`config.mk`:
```
export PLATFORM = sky130hd
export DESIGN_NAME = i2s_trx
export DESIGN_NICKNAME = d
export VERILOG_FILES = /design/src/rtl/i2s_trx.sv
export SDC_FILE = /design/constraint.sdc
export NUM_CORES = 1
export LEC_CHECK = 0
export BUFFER_PORTS_ARGS = -buffer_cell sky130_fd_sc_hd__buf_2
export CAP_MARGIN = 15
export CORE_MARGIN = 3
export CORE_UTILIZATION = 57
export DETAILED_ROUTE_END_ITERATION = 7
export PLACE_DENSITY_LB_ADDON = 0.05
export SETUP_SLACK_MARGIN = 0.1
export SLEW_MARGIN = 20
export SYNTH_ARGS = -nofsm -noshare
export SYNTH_HDL_FRONTEND = slang
export SYNTH_SLANG_ARGS = --single-unit
```
`constraint.sdc`:
```
create_clock -name mclk_in -period 2.25 [get_ports mclk_in]
set_input_delay 0.225 -clock mclk_in [delete_from_list [all_inputs] [get_ports mclk_in]]
set_output_delay 0.225 -clock mclk_in [all_outputs]
set_load 0.005 [all_outputs]
```
`src/rtl/i2s_trx.sv`:
```
// I2S master transceiver: derives sclk/lrck from mclk, serialises a stereo word pair, deserialises the return stream.
// Optional build macro I2S_TRX_LOOPBACK_EN: RX samples the internal TX bit instead of sdata_in.
module i2s_trx #(
  parameter int MCLK_DIV_LRCK = 256,
  parameter int MCLK_DIV_SCLK = 4,
  parameter int PDATA_WIDTH   = 32
) (
  input  logic                   mclk_in,
  input  logic                   rst_in,
  output logic                   lrck_out,
  output logic                   sclk_out,
  input  logic                   sdata_in,
  output logic [PDATA_WIDTH-1:0] pldata_out,
  output logic [PDATA_WIDTH-1:0] prdata_out,
  output logic                   sdata_out,
  input  logic [PDATA_WIDTH-1:0] pldata_in,
  input  logic [PDATA_WIDTH-1:0] prdata_in
);

  localparam int N   = MCLK_DIV_LRCK / (2 * MCLK_DIV_SCLK);
  localparam int W   = PDATA_WIDTH;
  localparam int PHW = $clog2(MCLK_DIV_SCLK);
  localparam int SLW = (2 * N > 2) ? $clog2(2 * N) : 1;

  localparam logic [PHW-1:0] PH_LAST   = PHW'(MCLK_DIV_SCLK - 1);
  localparam logic [PHW-1:0] PH_RISE   = PHW'(MCLK_DIV_SCLK / 2);
  localparam logic [SLW-1:0] SL_LAST   = SLW'(2 * N - 1);
  localparam logic [SLW-1:0] SL_MID    = SLW'(N);
  localparam logic [SLW-1:0] SL_LOAD_L = SLW'(1 % (2 * N));
  localparam logic [SLW-1:0] SL_LOAD_R = SLW'((N + 1) % (2 * N));
  localparam logic [SLW-1:0] SL_RX_L   = SLW'(W % (2 * N));
  localparam logic [SLW-1:0] SL_RX_R   = SLW'((N + W) % (2 * N));

  // cnt is kept split as slot/phase so no divider is needed
  logic [PHW-1:0] ph, ph_nxt;
  logic [SLW-1:0] sl, sl_nxt;
  logic           fall, rise;
  logic [W-1:0]   hold_l, hold_r;
  logic [W-1:0]   tx_sh, rx_sh;
  logic           rx_bit;
  logic           rx_done_l, rx_done_r;

  always_comb begin
    ph_nxt = ph + PHW'(1);
    sl_nxt = sl;
    if (ph == PH_LAST) begin
      ph_nxt = '0;
      sl_nxt = (sl == SL_LAST) ? '0 : sl + SLW'(1);
    end
  end

  // Outputs are registered from the next-count so they line up with cnt itself
  assign fall      = (ph_nxt == '0);
  assign rise      = (ph_nxt == PH_RISE);
  assign sdata_out = tx_sh[W-1];

`ifdef I2S_TRX_LOOPBACK_EN
  assign rx_bit = tx_sh[W-1];
`else
  assign rx_bit = sdata_in;
`endif

  always_ff @(posedge mclk_in) begin
    if (rst_in) begin
      ph         <= '0;
      sl         <= '0;
      sclk_out   <= 1'b0;
      lrck_out   <= 1'b0;
      hold_l     <= '0;
      hold_r     <= '0;
      tx_sh      <= '0;
      rx_sh      <= '0;
      rx_done_l  <= 1'b0;
      rx_done_r  <= 1'b0;
      pldata_out <= '0;
      prdata_out <= '0;
    end else begin
      ph       <= ph_nxt;
      sl       <= sl_nxt;
      sclk_out <= (ph_nxt >= PH_RISE);
      lrck_out <= (sl_nxt >= SL_MID);

      if (fall) begin
        if (sl_nxt == '0) begin
          hold_l <= pldata_in;
          hold_r <= prdata_in;
        end
        if (sl_nxt == SL_LOAD_L)
          tx_sh <= hold_l;
        else if (sl_nxt == SL_LOAD_R)
          tx_sh <= hold_r;
        else
          tx_sh <= tx_sh << 1;
      end

      if (rise)
        rx_sh <= (rx_sh << 1) | W'(rx_bit);

      // publish one mclk after the last bit of each channel is sampled
      rx_done_l <= rise && (sl_nxt == SL_RX_L);
      rx_done_r <= rise && (sl_nxt == SL_RX_R);
      if (rx_done_l)
        pldata_out <= rx_sh;
      if (rx_done_r)
        prdata_out <= rx_sh;
    end
  end

endmodule

```
Word level (Yosys, flattened, before mapping)
Index checks and enable logic that the tools add are counted.
Word-level totals
  register bits after elaboration: 204
  input bits: 67
  output and inout bits: 67
  logic and storage cells: 33
Cells by class
  $add $sub $neg: 2
  magnitude comparators: 2
  equality and inequality tests: 6
  mux-type cells: 5
  bitwise logic cells: 1
  reduce and logical (&&, ||, !) cells: 5
Operators by type and width (number)
  $mux W32: 2
  $or A32 B1 Y32: 1
  $eq A6 B6 Y1 const B: 3
  $mux W6: 2
  $add A6 B1 Y6 const B: 1
  $eq A6 B1 Y1 const B: 1
  $ge A6 B6 Y1 const B: 1
  $logic_not A6 Y1: 1
  $eq A2 B2 Y1 const B: 2
  $add A2 B1 Y2 const B: 1
  $ge A2 B2 Y1 const B: 1
  $logic_and A1 B1 Y1: 2
  $logic_not A2 Y1: 1
  $mux W2: 1
  $reduce_and A2 Y1: 1

Longest topological paths before layout
Gate-level depths: netlist of the first run.
  depth after elaboration: 6
  depth in mapped cells: 10
  depth with buffers taken out: 6

Worst setup path after synthesis of the first run
Ideal clock, no wire load.
  path kind: register to register
  start: register sclk_out (netlist name)
  end: register hold_l[0]
  setup time: 0.072 ns
  data arrival time: 1.952 ns
  data required time: 2.178 ns
  setup slack: 0.226 ns
  cell stages (with the launch flop): 11
  path buffers: 4
  clock period less this slack: 2.024 ns
  cells stage by stage: dfxtp_1 > ha_1 > buf_4 > nand4_1 > o211ai_1 > o2111ai_1 > buf_2 > nor3_4 > buf_12 > buf_12 > mux2i_1
RTL lines
  end signal: assignment: line 85  | hold_l <= pldata_in;
  end: declaration: line 38  | logic [W-1:0] hold_l, hold_r;

Final worst setup path of the first run
  start: register sl[1]
  end: register rx_done_r
Between the ends
  cells in the longest elaborated chain, start to end: 5
  elaborated cells on any way between the ends: 6
  those cells by class: 1 x add/sub; 1 x eq/ne; 2 x mux; 2 x reduce/logical
Ends and longest elaborated chain
  start: declaration: line 36  | logic [SLW-1:0] sl, sl_nxt;
  start signal: assignment: line 79  | sl <= sl_nxt;
  $add A6 B1 Y6 or $eq A6 B6 Y1 (tied branches): line 48  | sl_nxt = (sl == SL_LAST) ? '0 : sl + SLW'(1);
  $mux W6: line 48
  $mux W6 *: line 46  | if (ph == PH_LAST) begin
  $logic_not A6 Y1 *: line 101  | rx_done_r <= rise && (sl_nxt == SL_RX_R);
  $logic_and A1 B1 Y1 *: line 101
  end signal: assignment: line 101
  end: declaration: line 41  | logic rx_done_l, rx_done_r;
Every way passes the cells marked *; elsewhere a longest branch is shown, timed or not.
A chain may end at the register's enable or synchronous reset.

==> results_dict.tcl, run 1 <==
set metrics [dict create \
    status "complete, no violations" \
    insertedDiodeCount 0 \
    worst_pin_slew_ns 0.6755 \
    die_w_microns 131.5 \
    syn_inst 979 \
    synth.top_cell.area_share 0.4527 \
    io_buffers 133 \
    worstPathArrival_ns 2.44 \
    cp-end-kind "flop" \
    p_leak_nw 4.341 \
    dr_total_vias 7239 \
    synth_fp_nets 1050 \
    clk_latency_ns 0.50 \
    fin_skew_ns 0.006714 \
    cts_buffers 21 \
    setup_tns_ns 0 \
    cts.clk_slew.worst_paths_ns 0.07 \
    post-synth-top-area-cell "dfxtp_1" \
    cp-start-kind "flop" \
    finalPower_mw 8.543 \
    vias_per_cell 5.280 \
    yosysSeqAreaShare 0.4527 \
    initialDrtViolationCount 477 \
    groute.usage.overall 0.2296 \
    drt-total-wl_microns 20820 \
    grt_first_pass_wirelength_microns 34350 \
    critical_path_required_ns 2.57 \
    synth_area_leaders "dfxtp_1 (45%), mux2i_1 (18%), nand2b_1 (9.2%), nor2_1 (6.9%), o41ai_1 (3.0%)" \
    remaining_drc_errors 0 \
    synth_ff_type "dfxtp_1" \
    first_global_vias 6887 \
    clock-sinks 203 \
    nets 1216 \
    cts_tree "done" \
    slew_headroom 0.5497 \
    hold_depth 3 \
    synth_edf_count 0 \
    ir_drop_uv 551.4 \
    drive_gt1_frac 0.2147 \
    cts_buffer_depth 3 \
    drtPass1Iterations 5 \
    maxCapViolCount 0 \
    r2r-end "rx_done_r" \
    fin_crit_sh 0.9415 \
    avgRoutedWirePerCell_microns 15.19 \
    netlist_area_sq_mm 0.008977 \
    grt_remaining_overflow 0 \
    min_to "hold_r[16]" \
    path_max_fanout 34 \
    synth_commonest_cells "dfxtp_1 (203), nor2_1 (164), mux2i_1 (161)" \
    area_growth_syn_to_layout_pct 27.78 \
    pin_count 134 \
    dieHeight_microns 131.5 \
    yosys.cell_count.top_type "dfxtp_1" \
    antenna_left 0 \
    core_area_sq_mm 0.01531 \
    fill_cells 1135 \
    ys_ff_latch 203 \
    antenna_found_initial 0 \
    ys_types 41 \
    cts-htree-levels 1 \
    design.die.area_sq_mm 0.01729 \
    final-setup-viol-count 0 \
    hpwl_microns 11920 \
    rsz0062_at_grt "yes" \
    hold_path_class "in2reg" \
    r2r_setup_slack_ns 0.13 \
    hp-start "prdata_in[16]" \
    critPathKind "reg2reg" \
    syn_avg_cell_area_sq_um 9.170 \
    start_util 0.5862 \
    power_density_mw_per_mm2 744.7 \
    min_period_ns 2.118 \
    drv_slew 0 \
    gp_congestion 0.8287 \
    yosysWarnings 0 \
    rows 45 \
    holdWs_ns 0.006393 \
    root_buffer "clkbuf_16" \
    hold_viol 0 \
    fmax_mhz 472.0 \
    r2r-start "sl[1]" \
    async_flop_share 0 \
    worstRegToRegCells 6 \
    grt_max_degree 120 \
]
==> cell type report <==
class	instances	area, sq um	area share
timing repair buffer	231	1722	0.1501
sequential	203	4073	0.3550
multi-input combinational	655	4497	0.3920
clock buffer	24	556.8	0.04854
tap	211	264.0	0.02301
inverter	33	123.9	0.01080
clock inverter	14	235.2	0.02051
==> cell usage in the layout (no fill, tap or decap), types with 31 or more instances in the layout <==
| master | synthesis | routed |
|---|---|---|
| dfxtp_1 | 203 | 196 |
| buf_4 | 4 | 31 |
| nand3_1 | 32 | 32 |
| inv_1 | 33 | 33 |
| nor2_1 | 164 | 163 |
| mux2i_1 | 161 | 161 |
| a31oi_1 | 32 | 32 |
| buf_2 | 2 | 132 |
| o21ai_0 | 32 | 32 |
| nand2b_1 | 132 | 132 |
| a21oi_1 | 35 | 35 |
| dlygate4sd3_1 | 0 | 54 |
==> cells by family (layout without fill, tap and decap cells) <==
group                      count (synthesis)  after routing  synth area share
and+or+nand+nor                          344            344            0.1908
AOI/OAI and AO/OA                        144            144            0.1034
muxes                                    161            161            0.1795
xor gates and xnor gates                   2              2          0.001952
adders and majority gates                  4              4          0.005575
DFF                                      203            203            0.4527
buffers and inverters                    121            302           0.06606
==> worst max-delay path: stages, from the launching register on <==
cell and delay, ns:
dfxtp_2 0.37, ha_4 0.17, nand3_2 0.09, o211a_1 0.26
or2_1 0.26, buf_4 0.26, a2111oi_0 0.52
==> power breakdown <==
group / switching (mW) / internal [mW] / leakage (nW)
clock network: 1.46 / 2.48 / 0.380
registers: 0.0671 / 3.69 / 1.64
logic: 0.435 / 0.414 / 2.32
total: 1.96 / 6.58 / 4.34
==> timing repair <==
item | CTS | global route
resized for setup | 9 | 21
hold buffers | 54 | 0
buffers inserted | 6 | 0
pin swaps | 3 | 6
endpoints found under the hold margin | 54 | 0
endpoints found under the setup margin | 97 | 95
gates cloned | 2 | 3
==> how the worst max path moves through the flow <==
stage,to,startpoint,slack [ns],depth (start not counted)
detailed placement,hold_r[16],ph[0],-0.07,7
global placement,hold_l[14],ph[0],0.04,7
finish,rx_done_r,sl[1],0.13,6
CTS,hold_r[6],sl[1],0.11,8
floorplan,hold_l[0],sclk_out,0.23,10
global route,rx_done_r,sl[1],0.07,6
==> flip-flops by register name (all words and copies together), names as in the netlist, 6 cells and up <==
register,count
prdata_out,32
hold_r,32
hold_l,32
tx_sh,32
rx_sh,32
pldata_out,32
sl,6
==> routing by layer <==
layer	track usage	vias to the layer above	wire [microns]
met5	0	-	0
met4	0.06068	0	516
met3	0.03216	40	841
met2	0.3834	195	9968
met1	0.3138	3342	9498
li1	-	3662	-
==> per-stage QoR <==
step	instances	instance area (sq um)	utilization	setup WS, ns
2_1_floorplan	979	8977	-	0.2262
3_3_place_gp	1268	9806	0.6403	0.04421
3_5_place_dp	1268	9806	0.6403	-0.06933
4_1_cts	1368	11290	0.7369	0.1056
5_1_grt	1371	11470	0.7490	0.07284
6_report	1371	11470	0.7490	0.1315
(Power assumes the default switching activity.)
==> inputs of run 2 (changes only) <==
Settings changed: HOLD_SLACK_MARGIN from default to 0.15.
==> run 2 against run 1 <==
  * Final cell count grew 0.80%
  * Sequential power is essentially flat
  * Critical path type unchanged
  * Total power grew 0.18%
  * Maximum frequency grew 0.61%
  * Largest power group unchanged
  * Critical endpoint unchanged
==> results_dict.tcl, run 2 (synthesis results as in run 1) <==
set metrics [dict create \
    hold_viol 0 \
    cts_buffer_depth 3 \
    worstRegToRegCells 6 \
    power_density_mw_per_mm2 738.5 \
    grt_remaining_overflow 0 \
    crit_buf_inv 1 \
    fmax_mhz 474.9 \
    critPathMaxStageDelay_ns 0.52 \
    slew_headroom 0.5489 \
    remaining_drc_errors 0 \
    antenna_found_initial 0 \
    setup_ws_ns 0.1445 \
    nets 1227 \
    final_common_cell "dfxtp_1" \
    p_leak_nw 4.388 \
    critical_path_required_ns 2.57 \
    ir_drop_uv 551.3 \
    start_util 0.5862 \
    path_max_fanout 34 \
    hold_path_class "in2reg" \
    avgRoutedWirePerCell_microns 15.26 \
    design.die.area_sq_mm 0.01729 \
    cts_tree "done" \
    worstPathArrival_ns 2.43 \
    grt_first_pass_wirelength_microns 34600 \
    vias_per_cell 5.290 \
    status "complete, no violations" \
    drt-total-wl_microns 21090 \
    critPathKind "reg2reg" \
    gp_congestion 0.8287 \
    min_period_ns 2.106 \
    cp_slowest_cell "a2111oi_0" \
    antenna_left 0 \
    final_cell_mix "dfxtp_1 (196), nor2_1 (163), mux2i_1 (161), nand2b_1 (132), buf_2 (132)" \
    grt_max_degree 120 \
    crit_chain "ha_4 > nand3_2 > o211a_1 > or2_1 > buf_4 > a2111oi_0" \
    cpLargestDelayFamily "compound AO/OA/AOI/OAI gates" \
    clock-sinks 203 \
    groute.usage.overall 0.2315 \
    pin_count 134 \
    dr_total_vias 7311 \
    drv_slew 0 \
    hold_depth 2 \
    core_area_sq_mm 0.01531 \
    path_depth 6 \
    fin_crit_sh 0.9358 \
    fin_skew_ns 0.005240 \
    rsz0062_at_grt "yes" \
    root_buffer "clkbuf_16" \
    drive_gt1_frac 0.2135 \
    cts_buffers 21 \
    maxCapViolCount 0 \
    drtPass1Iterations 5 \
    cp-end-kind "flop" \
    cp-start-kind "flop" \
    die_w_microns 131.5 \
    worst_pin_slew_ns 0.6766 \
    area_growth_syn_to_layout_pct 29.09 \
    first_global_vias 6905 \
    hpwl_microns 11920 \
    cts.clk_slew.worst_paths_ns 0.06 \
    dp_slack_ns -0.06933 \
    dieHeight_microns 131.5 \
    rows 45 \
    io_buffers 133 \
    final-setup-viol-count 0 \
    finalPower_mw 8.558 \
    cts-htree-levels 1 \
    clk_latency_ns 0.50 \
    setup_tns_ns 0 \
    fill_cells 1132 \
    initialDrtViolationCount 480 \
    insertedDiodeCount 0 \
]
-- run 2: cell count changes in the layout (fill, tap and decap cells not counted) --
cell           change
dlygate4sd3_1     +11
o41ai_1            -1
o41ai_2            +1
-- run 2: power by group --
part	internal, mW	switching, mW	leakage [nW]
combinational	0.427	0.441	2.36
sequential	3.69	0.0670	1.64
clock	2.48	1.45	0.380
-- run 2: worst paths after layout --
kind	from	endpoint	slack [ns]
hold / removal	rst_in	sl[0]	0.22
hold reg to reg	hold_r[17]	hold_r[17]	0.47
setup / recovery	sl[1]	rx_done_r	0.14
setup reg to reg	sl[1]	rx_done_r	0.14
-- run 2: per-stage QoR --
step	area [sq um]	utilization	hold WS, ns	std cells
global placement	9806	0.6403	0.4592	1268
floorplan	8977	-	0.3722	979
finish	11590	0.7567	0.2240	1382
CTS	11400	0.7441	0.2074	1379
global route	11590	0.7567	0.2644	1382
detailed placement	9806	0.6403	0.4609	1268
-- run 2: final cells by class --
type | count | area [sq um] | area share
timing repair buffer | 242 | 1832 | 0.1581
tap | 211 | 264.0 | 0.02278
sequential | 203 | 4073 | 0.3514
multi-input combinational | 655 | 4504 | 0.3887
clock inverter | 14 | 235.2 | 0.02030
clock buffer | 24 | 556.8 | 0.04805
inverter | 33 | 123.9 | 0.01069
-- run 2: routing by layer --
layer	vias up	global-route usage	share of wire
li1	3690	-	-
met1	3382	0.3165	0.45
met2	199	0.3860	0.48
met3	40	0.03254	0.043
met4	0	0.06184	0.024
met5	-	0	0
-- run 2: what timing repair did --
action / CTS / global route
cloned: 2 / 3
pin swaps: 3 / 6
endpoints found under the hold margin: 65 / 0
setup buffers: 6 / 0
resized for setup: 9 / 22
hold buffers: 65 / 0
endpoints found under the setup margin: 97 / 95
-- run 2: worst reg2reg max path, cell delays in order, from the launching register on --
cell	delay, ns
dfxtp_2	0.37
ha_4	0.17
nand3_2	0.09
o211a_1	0.26
or2_1	0.26
buf_4	0.27
a2111oi_0	0.52
